## src/rtl/conv_loop_sequencer.sv

```systemverilog
// Convolution loop sequencer: walks i/j/k/m/n/l one tap per cycle, flags padding,
// accumulator clear and last tap, and delays the last-tap strobe into en_save.
module conv_loop_sequencer #(
  parameter int CONV_DIM_IMG    = 32,
  parameter int CONV_DIM_KERNEL = 5,
  parameter int CONV_DIM_CH     = 3,
  parameter int CONV_OUT_CH     = 32,
  parameter int CONV_DIM_OUT    = 32,
  parameter int STRIDE          = 1,
  parameter int PADDING         = 2,
  parameter int SAVE_LAT        = 2
) (
  input  logic       clk,
  input  logic       reset,
  input  logic       start,
  input  logic       stall,
  output logic       busy,
  output logic       done,
  output logic       enable,
  output logic       en_save,
  output logic [7:0] i,
  output logic [7:0] j,
  output logic [7:0] k,
  output logic [7:0] l,
  output logic [7:0] m,
  output logic [7:0] n,
  output logic       tap_valid,
  output logic       acc_clear,
  output logic       last_tap,
  output logic [1:0] state_dbg
);

  typedef enum logic [1:0] {
    S_IDLE  = 2'd0,
    S_RUN   = 2'd1,
    S_DRAIN = 2'd2,
    S_FIN   = 2'd3
  } state_t;

  localparam logic [7:0]  CH_MAX  = 8'(CONV_DIM_CH - 1);
  localparam logic [7:0]  K_MAX   = 8'(CONV_DIM_KERNEL - 1);
  localparam logic [7:0]  OUT_MAX = 8'(CONV_DIM_OUT - 1);
  localparam logic [7:0]  OCH_MAX = 8'(CONV_OUT_CH - 1);
  localparam logic [15:0] STR_W   = 16'(STRIDE);
  localparam logic [15:0] PAD_W   = 16'(PADDING);
  localparam logic [15:0] IMG_W   = 16'(CONV_DIM_IMG);

  state_t              state;
  logic [SAVE_LAT-1:0] save_sr;
  logic                wrap_l, wrap_n, wrap_m, wrap_k, wrap_j, final_tap;
  logic [15:0]         row, col;

  assign state_dbg = state;
  assign enable    = (state == S_RUN) && !stall;
  assign en_save   = save_sr[SAVE_LAT-1];

  // Flags are gated by RUN so they read 0 in idle/reset even though the indices are 0.
  assign acc_clear = (state == S_RUN) && (m == 8'd0) && (n == 8'd0) && (l == 8'd0);
  assign last_tap  = (state == S_RUN) && (m == K_MAX) && (n == K_MAX) && (l == CH_MAX);

  assign wrap_l    = (l == CH_MAX);
  assign wrap_n    = wrap_l && (n == K_MAX);
  assign wrap_m    = wrap_n && (m == K_MAX);
  assign wrap_k    = wrap_m && (k == OUT_MAX);
  assign wrap_j    = wrap_k && (j == OUT_MAX);
  assign final_tap = wrap_j && (i == OCH_MAX);

  assign row = 16'(STR_W * {8'd0, j}) + {8'd0, m};
  assign col = 16'(STR_W * {8'd0, k}) + {8'd0, n};
  assign tap_valid = (row >= PAD_W) && ((row - PAD_W) < IMG_W) &&
                     (col >= PAD_W) && ((col - PAD_W) < IMG_W);

  always_ff @(posedge clk) begin
    if (reset) begin
      state   <= S_IDLE;
      busy    <= 1'b0;
      done    <= 1'b0;
      save_sr <= '0;
      i <= 8'd0; j <= 8'd0; k <= 8'd0; l <= 8'd0; m <= 8'd0; n <= 8'd0;
    end else begin
      // The save delay line runs every cycle so stalls never shift en_save timing.
      save_sr <= SAVE_LAT'({save_sr, enable && last_tap});
      done    <= 1'b0;
      case (state)
        S_IDLE: begin
          if (start) begin
            state <= S_RUN;
            busy  <= 1'b1;
            i <= 8'd0; j <= 8'd0; k <= 8'd0; l <= 8'd0; m <= 8'd0; n <= 8'd0;
          end
        end
        S_RUN: begin
          if (enable) begin
            if (final_tap) begin
              state <= S_DRAIN;
            end else begin
              l <= wrap_l ? 8'd0 : l + 8'd1;
              if (wrap_l) n <= wrap_n ? 8'd0 : n + 8'd1;
              if (wrap_n) m <= wrap_m ? 8'd0 : m + 8'd1;
              if (wrap_m) k <= wrap_k ? 8'd0 : k + 8'd1;
              if (wrap_k) j <= wrap_j ? 8'd0 : j + 8'd1;
              if (wrap_j) i <= i + 8'd1;
            end
          end
        end
        S_DRAIN: begin
          if (save_sr == '0) begin
            state <= S_FIN;
            done  <= 1'b1;
            busy  <= 1'b0;
          end
        end
        S_FIN:   state <= S_IDLE;
        default: state <= S_IDLE;
      endcase
    end
  end

endmodule

```

## config.mk

```make
export PLATFORM = sky130hd
export DESIGN_NAME = conv_loop_sequencer
export DESIGN_NICKNAME = d
export VERILOG_FILES = /design/src/rtl/conv_loop_sequencer.sv
export SDC_FILE = /design/constraint.sdc
export NUM_CORES = 1
export LEC_CHECK = 0
export CORE_MARGIN = 2
export CORE_UTILIZATION = 45
export DETAILED_ROUTE_END_ITERATION = 16
export PLACE_DENSITY_LB_ADDON = 0.2
export REMOVE_ABC_BUFFERS = 1
export SYNTH_ARGS = -nofsm -noshare
export SYNTH_HDL_FRONTEND = slang
export SYNTH_SLANG_ARGS = --single-unit
```

## constraint.sdc

```tcl
create_clock -name clk -period 5.88 [get_ports clk]
set_input_delay 0.882 -clock clk [delete_from_list [all_inputs] [get_ports clk]]
set_output_delay 0.882 -clock clk [all_outputs]
set_load 0.1 [all_outputs]
```

; Word level (Yosys, flattened, before mapping)
; Cells that the tools add are included.
[totals]
out_inout_bits = 57
input_bits = 4
wordCells = 115
ff_bits = 54
[classes]
eq_ne = 19
magnitude_cmp = 4
n_bitwise = 1
mux = 38
reduce_logical = 33
n_addsub = 10
[ops]
columns = operator, n
row1 = two-way mux 8 bit, 23
row2 = one-hot mux 8 bit (2 select lines), 6
row3 = "adder 8 x 1 -> 8 bit, second input constant", 6
row4 = "< comparator 16 x 6 -> 1 bit, second input constant", 2
row5 = AND reduction 5 bit, 5
row6 = "== test 8 x 5 -> 1 bit, second input constant", 3
row7 = logical NOT 8 bit, 3
row8 = "inequality test 2 bit, second input constant", 10
row9 = "subtractor 9 x 2 -> 10 bit, second input constant", 2
row10 = adder 8 x 8 -> 9 bit, 2
row11 = ">= comparator 9 x 2 -> 1 bit, second input constant", 2
row12 = "== test 8 x 3 -> 1 bit, second input constant", 2
row13 = logical AND 1 bit, 16
row14 = "== test 8 x 2 -> 1 bit, second input constant", 1
row15 = two-way mux 2 bit, 4
row16 = one-hot mux 2 bit (4 select lines), 1
row17 = AND reduction 4 bit, 2
row18 = "== test 2 bit, second input constant", 2
row19 = logical NOT 2 bit, 2
row20 = nonzero test 2 bit, 2
row21 = two-way mux 1 bit, 3
row22 = AND reduction 3 bit, 1
row23 = "== test 2 x 1 -> 1 bit, second input constant", 1
row24 = one-hot mux 1 bit (2 select lines), 1
row25 = 3 further kinds, 3

; Depth between registers and ports, before layout
[logic_depth]
word_depth = 10
depth_mapped = 11
mapped_depth_nobuf = 9

; Least setup slack after synthesis
; OpenSTA, ideal clock, no wires.
[synth_path]
path_type = reg-to-output
start = register j[0]
end = output tap_valid
slack_ns = -2.203
path_buffers = 0
t_arrival_ns = 7.201
path_stages_with_launch = 10
t_required_ns = 4.998
path_cell_list = dfxtp_1 -> ha_1 -> inv_1 -> fa_1 -> nor2b_1 -> o22ai_1 -> xnor2_1 -> nand3_1 -> xor2_1 -> a2111oi_0
[synth_via]
elab_chain_len = 6
word_cells_on_any_way = 7
cone_classes = add/sub: 2 / order compare: 2 / reduce/logical: 3
[synth_rtl]
columns = element, line_no
row1 = from (decl), 22  ; output logic [7:0] j,
row2 = from (signal assigned), 101  ; if (wrap_k) j <= wrap_j ? 8'd0 : j + 8'd1;
row3 = adder 8 x 8 -> 9 bit (*), 68  ; assign row = 16'(STR_W * {8'd0, j}) + {8'd0, m};
row4 = subtractor 9 x 2 -> 10 bit, 70  ; assign tap_valid = (row >= PAD_W) && ((row - PAD_W) < IMG_W) &&
row5 = < comparator 16 x 6 -> 1 bit, 70
row6 = logical AND 1 bit (*) (2 in series), 70
row7 = logical AND 1 bit (*), 71  ; (col >= PAD_W) && ((col - PAD_W) < IMG_W);
row8 = to (decl), 27  ; output logic tap_valid,
; Mark *: on every way between the ends. The rest lies on a longest branch, timed or not.

; Worst setup path in the final report
; Ends and elaborated chain as after synthesis.

==> results by group <==
Status
  • Outcome: finished clean

Setup path
  • Arr. time, crit path: around 3.9 ns
  • WS Path Type: reg -> out
  • CP max stage delay: between 1 and 1.5 ns
  • CP Cell Sequence: ha_1, inv_1, fa_1, nor2b_1, o22ai_1, xnor2_1, nand3_1, xor2_1, a2111oi_0, clkdlybuf4s50_1
  • CP max-delay cell: clkdlybuf4s50_1
  • Critical Path End Type: output port
  • Required @ worst endpoint: approximately 5.0 ns
  • Reg-to-reg slack, setup: about 2.5 ns
  • Crit start category: flop
  • Worst reg-to-reg path cell count: 8
  • Crit path max fanout: 6

GRT
  • Remaining global-route overflow: 0
  • GRT Resource Usage Total: roughly 22%
  • First-pass GRT wire length: ~15000 um
  • Initial antenna violation count: 0
  • Largest net degree at the start of global routing: 38
  • Vias in the first global route: approximately 3100

Floorplan
  • FP Rows: 32
  • Die width: 94.1 um
  • Core area: approximately 7800 um2
  • Die height: 94.1 um
  • Die area: approximately 8900 um2
  • Initial core utilization: between 40% and 50%
  • Top Ports: slightly above 60

Drt
  • Drt drc: 0
  • Via count: approximately 3500
  • DR iter-0 viols: 153
  • WL final: roughly 9300 um
  • Final ANT Viol Nets: 0
  • Post-DR wirelength/cell: about 15 um
  • First-pass DRT Iterations: 4
  • Routed vias/inst: approximately 5.8

Worst hold path
  • Hold path depth: 1
  • Hold crit path type: reg -> reg

Clock tree
  • Max clock buf depth: 2
  • Hold buffers post-CTS: 0
  • Clock Tree Root: clkbuf_8
  • Cts repair resizes: 0
  • H-tree Lvls: 2
  • Clk slew on worst S/H paths: 0.10 ns
  • Worst skew pair latency: between 0.3 and 0.4 ns
  • TritonCTS clock tree: built
  • Clock sink count: 54
  • Setup bufs post-CTS: 0
  • Cts bufs inserted: 5

Flow run
  • Max-cap viol count: 0

Synth
  • Synthesized flop and latch total: 54
  • Post-synth ARST share: 0%
  • EDFF count, synth: 0
  • Ys flop type: dfxtp_1
  • Cell count after synthesis: around 450
  • Synthesized area: around 3700 um2
  • Ys Warns: 0
  • Sequential share of the synthesized area: between 20% and 30%
  • Syn avg cell area: slightly above 8 um2
  • Synth cell types: 65

STA
  • Max Clock Skew: 0.0130 ns
  • Max Freq: roughly 0.21 GHz
  • Final hold violations: 0
  • RSZ-0062 raised after global routing: no
  • Finish-stage setup viols: 0
  • Final worst slack: between 1 and 1.5 ns
  • Minimum clock period: 4.78 ns
  • Post-route clock period utilization: between 80 and 90%
  • Slew Limit Fails: 0
  • Worst-Margin Slew: 0.992 ns
  • Max transition margin: between 30% and 40%

Placed design
  • Setup WS pre-CTS: 1.43 ns
  • Buffers on Ports: 60
  • Final HPWL DP: 6990 um
  • Placed inst area: roughly 4300 um2
  • GP Congestion: approximately 0.83

Final layout
  • Final nets: 538
  • ANT cells: 0
  • Post-layout util: 56.5%
  • Design area: approximately 4400 um2
  • Area growth syn-to-layout: 20.8%
  • Layout cells sized above 1: 4.76%

Power
  • Power density over the cells: about 320 nW/um2
  • Static leakage: 1.65 nW
  • Tot Pwr: between 1 and 1.5 mW
  • Max rail drop VDD: slightly above 0.2 mV
## power by group
part	switching, mW	total, mW	internal (mW)
combinational	0.571	0.772	0.201
sequential	0.0305	0.421	0.391
clock	0.125	0.223	0.0977
## state kept, by name (all words and copies together), names as in the netlist
register	cells
n	8
done	1
busy	1
l	8
k	8
j	8
i	8
state_dbg	2
m	8
save_sr	2
## layout make-up
class,count,area [um2]
fillers,757,3390
multi-input cells,367,2450
flip-flops and latches,54,1080
repair buffers,61,608
well taps,102,128
clock buffers,7,86.3
inverters,14,52.6
clock inverters,1,8.76
## cells in the mapped netlist, types with 3 or more instances
cell type | number | area, um2
a211o_1 | 3 | 26.3
nand2b_1 | 4 | 25.0
ha_1 | 29 | 363
a31oi_1 | 6 | 37.5
nor4_1 | 6 | 37.5
buf_6 | 3 | 33.8
o21ai_0 | 18 | 90.1
nor2_1 | 45 | 169
nand2_1 | 29 | 109
dfxtp_1 | 54 | 1080
nor2b_1 | 6 | 37.5
a211oi_1 | 5 | 37.5
nand3b_1 | 8 | 60.1
or3_1 | 6 | 37.5
clkbuf_1 | 5 | 18.8
nor3_1 | 26 | 130
xor2_1 | 8 | 70.1
inv_1 | 13 | 48.8
xnor2_1 | 19 | 166
nor4b_1 | 3 | 26.3
and3_1 | 15 | 93.8
and4_1 | 3 | 26.3
o22ai_1 | 3 | 18.8
nand4_1 | 9 | 56.3
a21oi_1 | 38 | 190
a21o_1 | 4 | 30.0
nor3b_1 | 4 | 30.0
or4_1 | 4 | 30.0
o31ai_1 | 4 | 30.0
and2_1 | 3 | 18.8
nand3_1 | 19 | 95.1
## metrics by stage
step / std cells / hold slack (ns) / setup TNS [ns]
after CTS: 606 / 0.492 / 0
after detailed placement: 598 / 0.477 / 0
final: 606 / 0.490 / 0
after floorplan: 435 / 0.453 / -2.20
after global placement: 598 / 0.466 / 0
after global routing: 606 / 0.522 / 0
## worst paths after layout
kind | end | start
hold reg to reg | save_sr[1] | save_sr[0]
setup reg to reg | j[4] | state_dbg[1]
setup / recovery | tap_valid | j[0]
hold / removal | save_sr[1] | save_sr[0]
## cell usage in the layout, fill, tap and decap left out, drive strengths merged, types with 4 or more instances in the layout
cell | Yosys | layout
clkdlybuf4s50 | 0 | 60
dfxtp | 54 | 54
nor2 | 45 | 45
a21oi | 39 | 39
nand2 | 29 | 29
ha | 29 | 29
nor3 | 27 | 27
o21ai | 21 | 21
nand3 | 19 | 19
xnor2 | 19 | 19
and3 | 15 | 15
inv | 13 | 14
nand4 | 9 | 9
xor2 | 8 | 8
nand3b | 8 | 8
nor4 | 7 | 7
clkbuf | 5 | 7
a31oi | 6 | 6
or3 | 6 | 6
nor2b | 6 | 6
a211oi | 5 | 5
nor3b | 5 | 5
a21o | 5 | 5
and4 | 5 | 5
nand2b | 4 | 4
o31ai | 4 | 4
or4 | 4 | 4
## worst max-delay path: cells and delay by family, from the launching register on
kind / cells / cell delay (ns)
simple gates: 2 / 0.34
xor+xnor: 2 / 0.34
fa+ha+maj: 2 / 0.62
compound gates: 2 / 0.56
buf+inv: 2 / 1.28
flops: 1 / 0.45
## logic make-up after synthesis
group | Yosys count | synth area share (%)
buf+inv | 26 | 3.36
compound gates | 99 | 16.9
flops | 54 | 29.6
simple gates | 208 | 32.1
xor+xnor | 27 | 6.47
mux | 2 | 0.548
fa+ha+maj | 31 | 11.0
## metal layers
| metal | track usage, % | vias to the layer above | part of all wire [%] |
|---|---|---|---|
| met5 | 0 | - | 0 |
| met4 | 5.43 | 0 | 1.3 |
| met3 | 3.77 | 14 | 4.7 |
| met2 | 34.3 | 77 | 46 |
| met1 | 30.2 | 1659 | 48 |
| li1 | - | 1760 | - |
No activity file was read; power rests on OpenSTA's default activity.
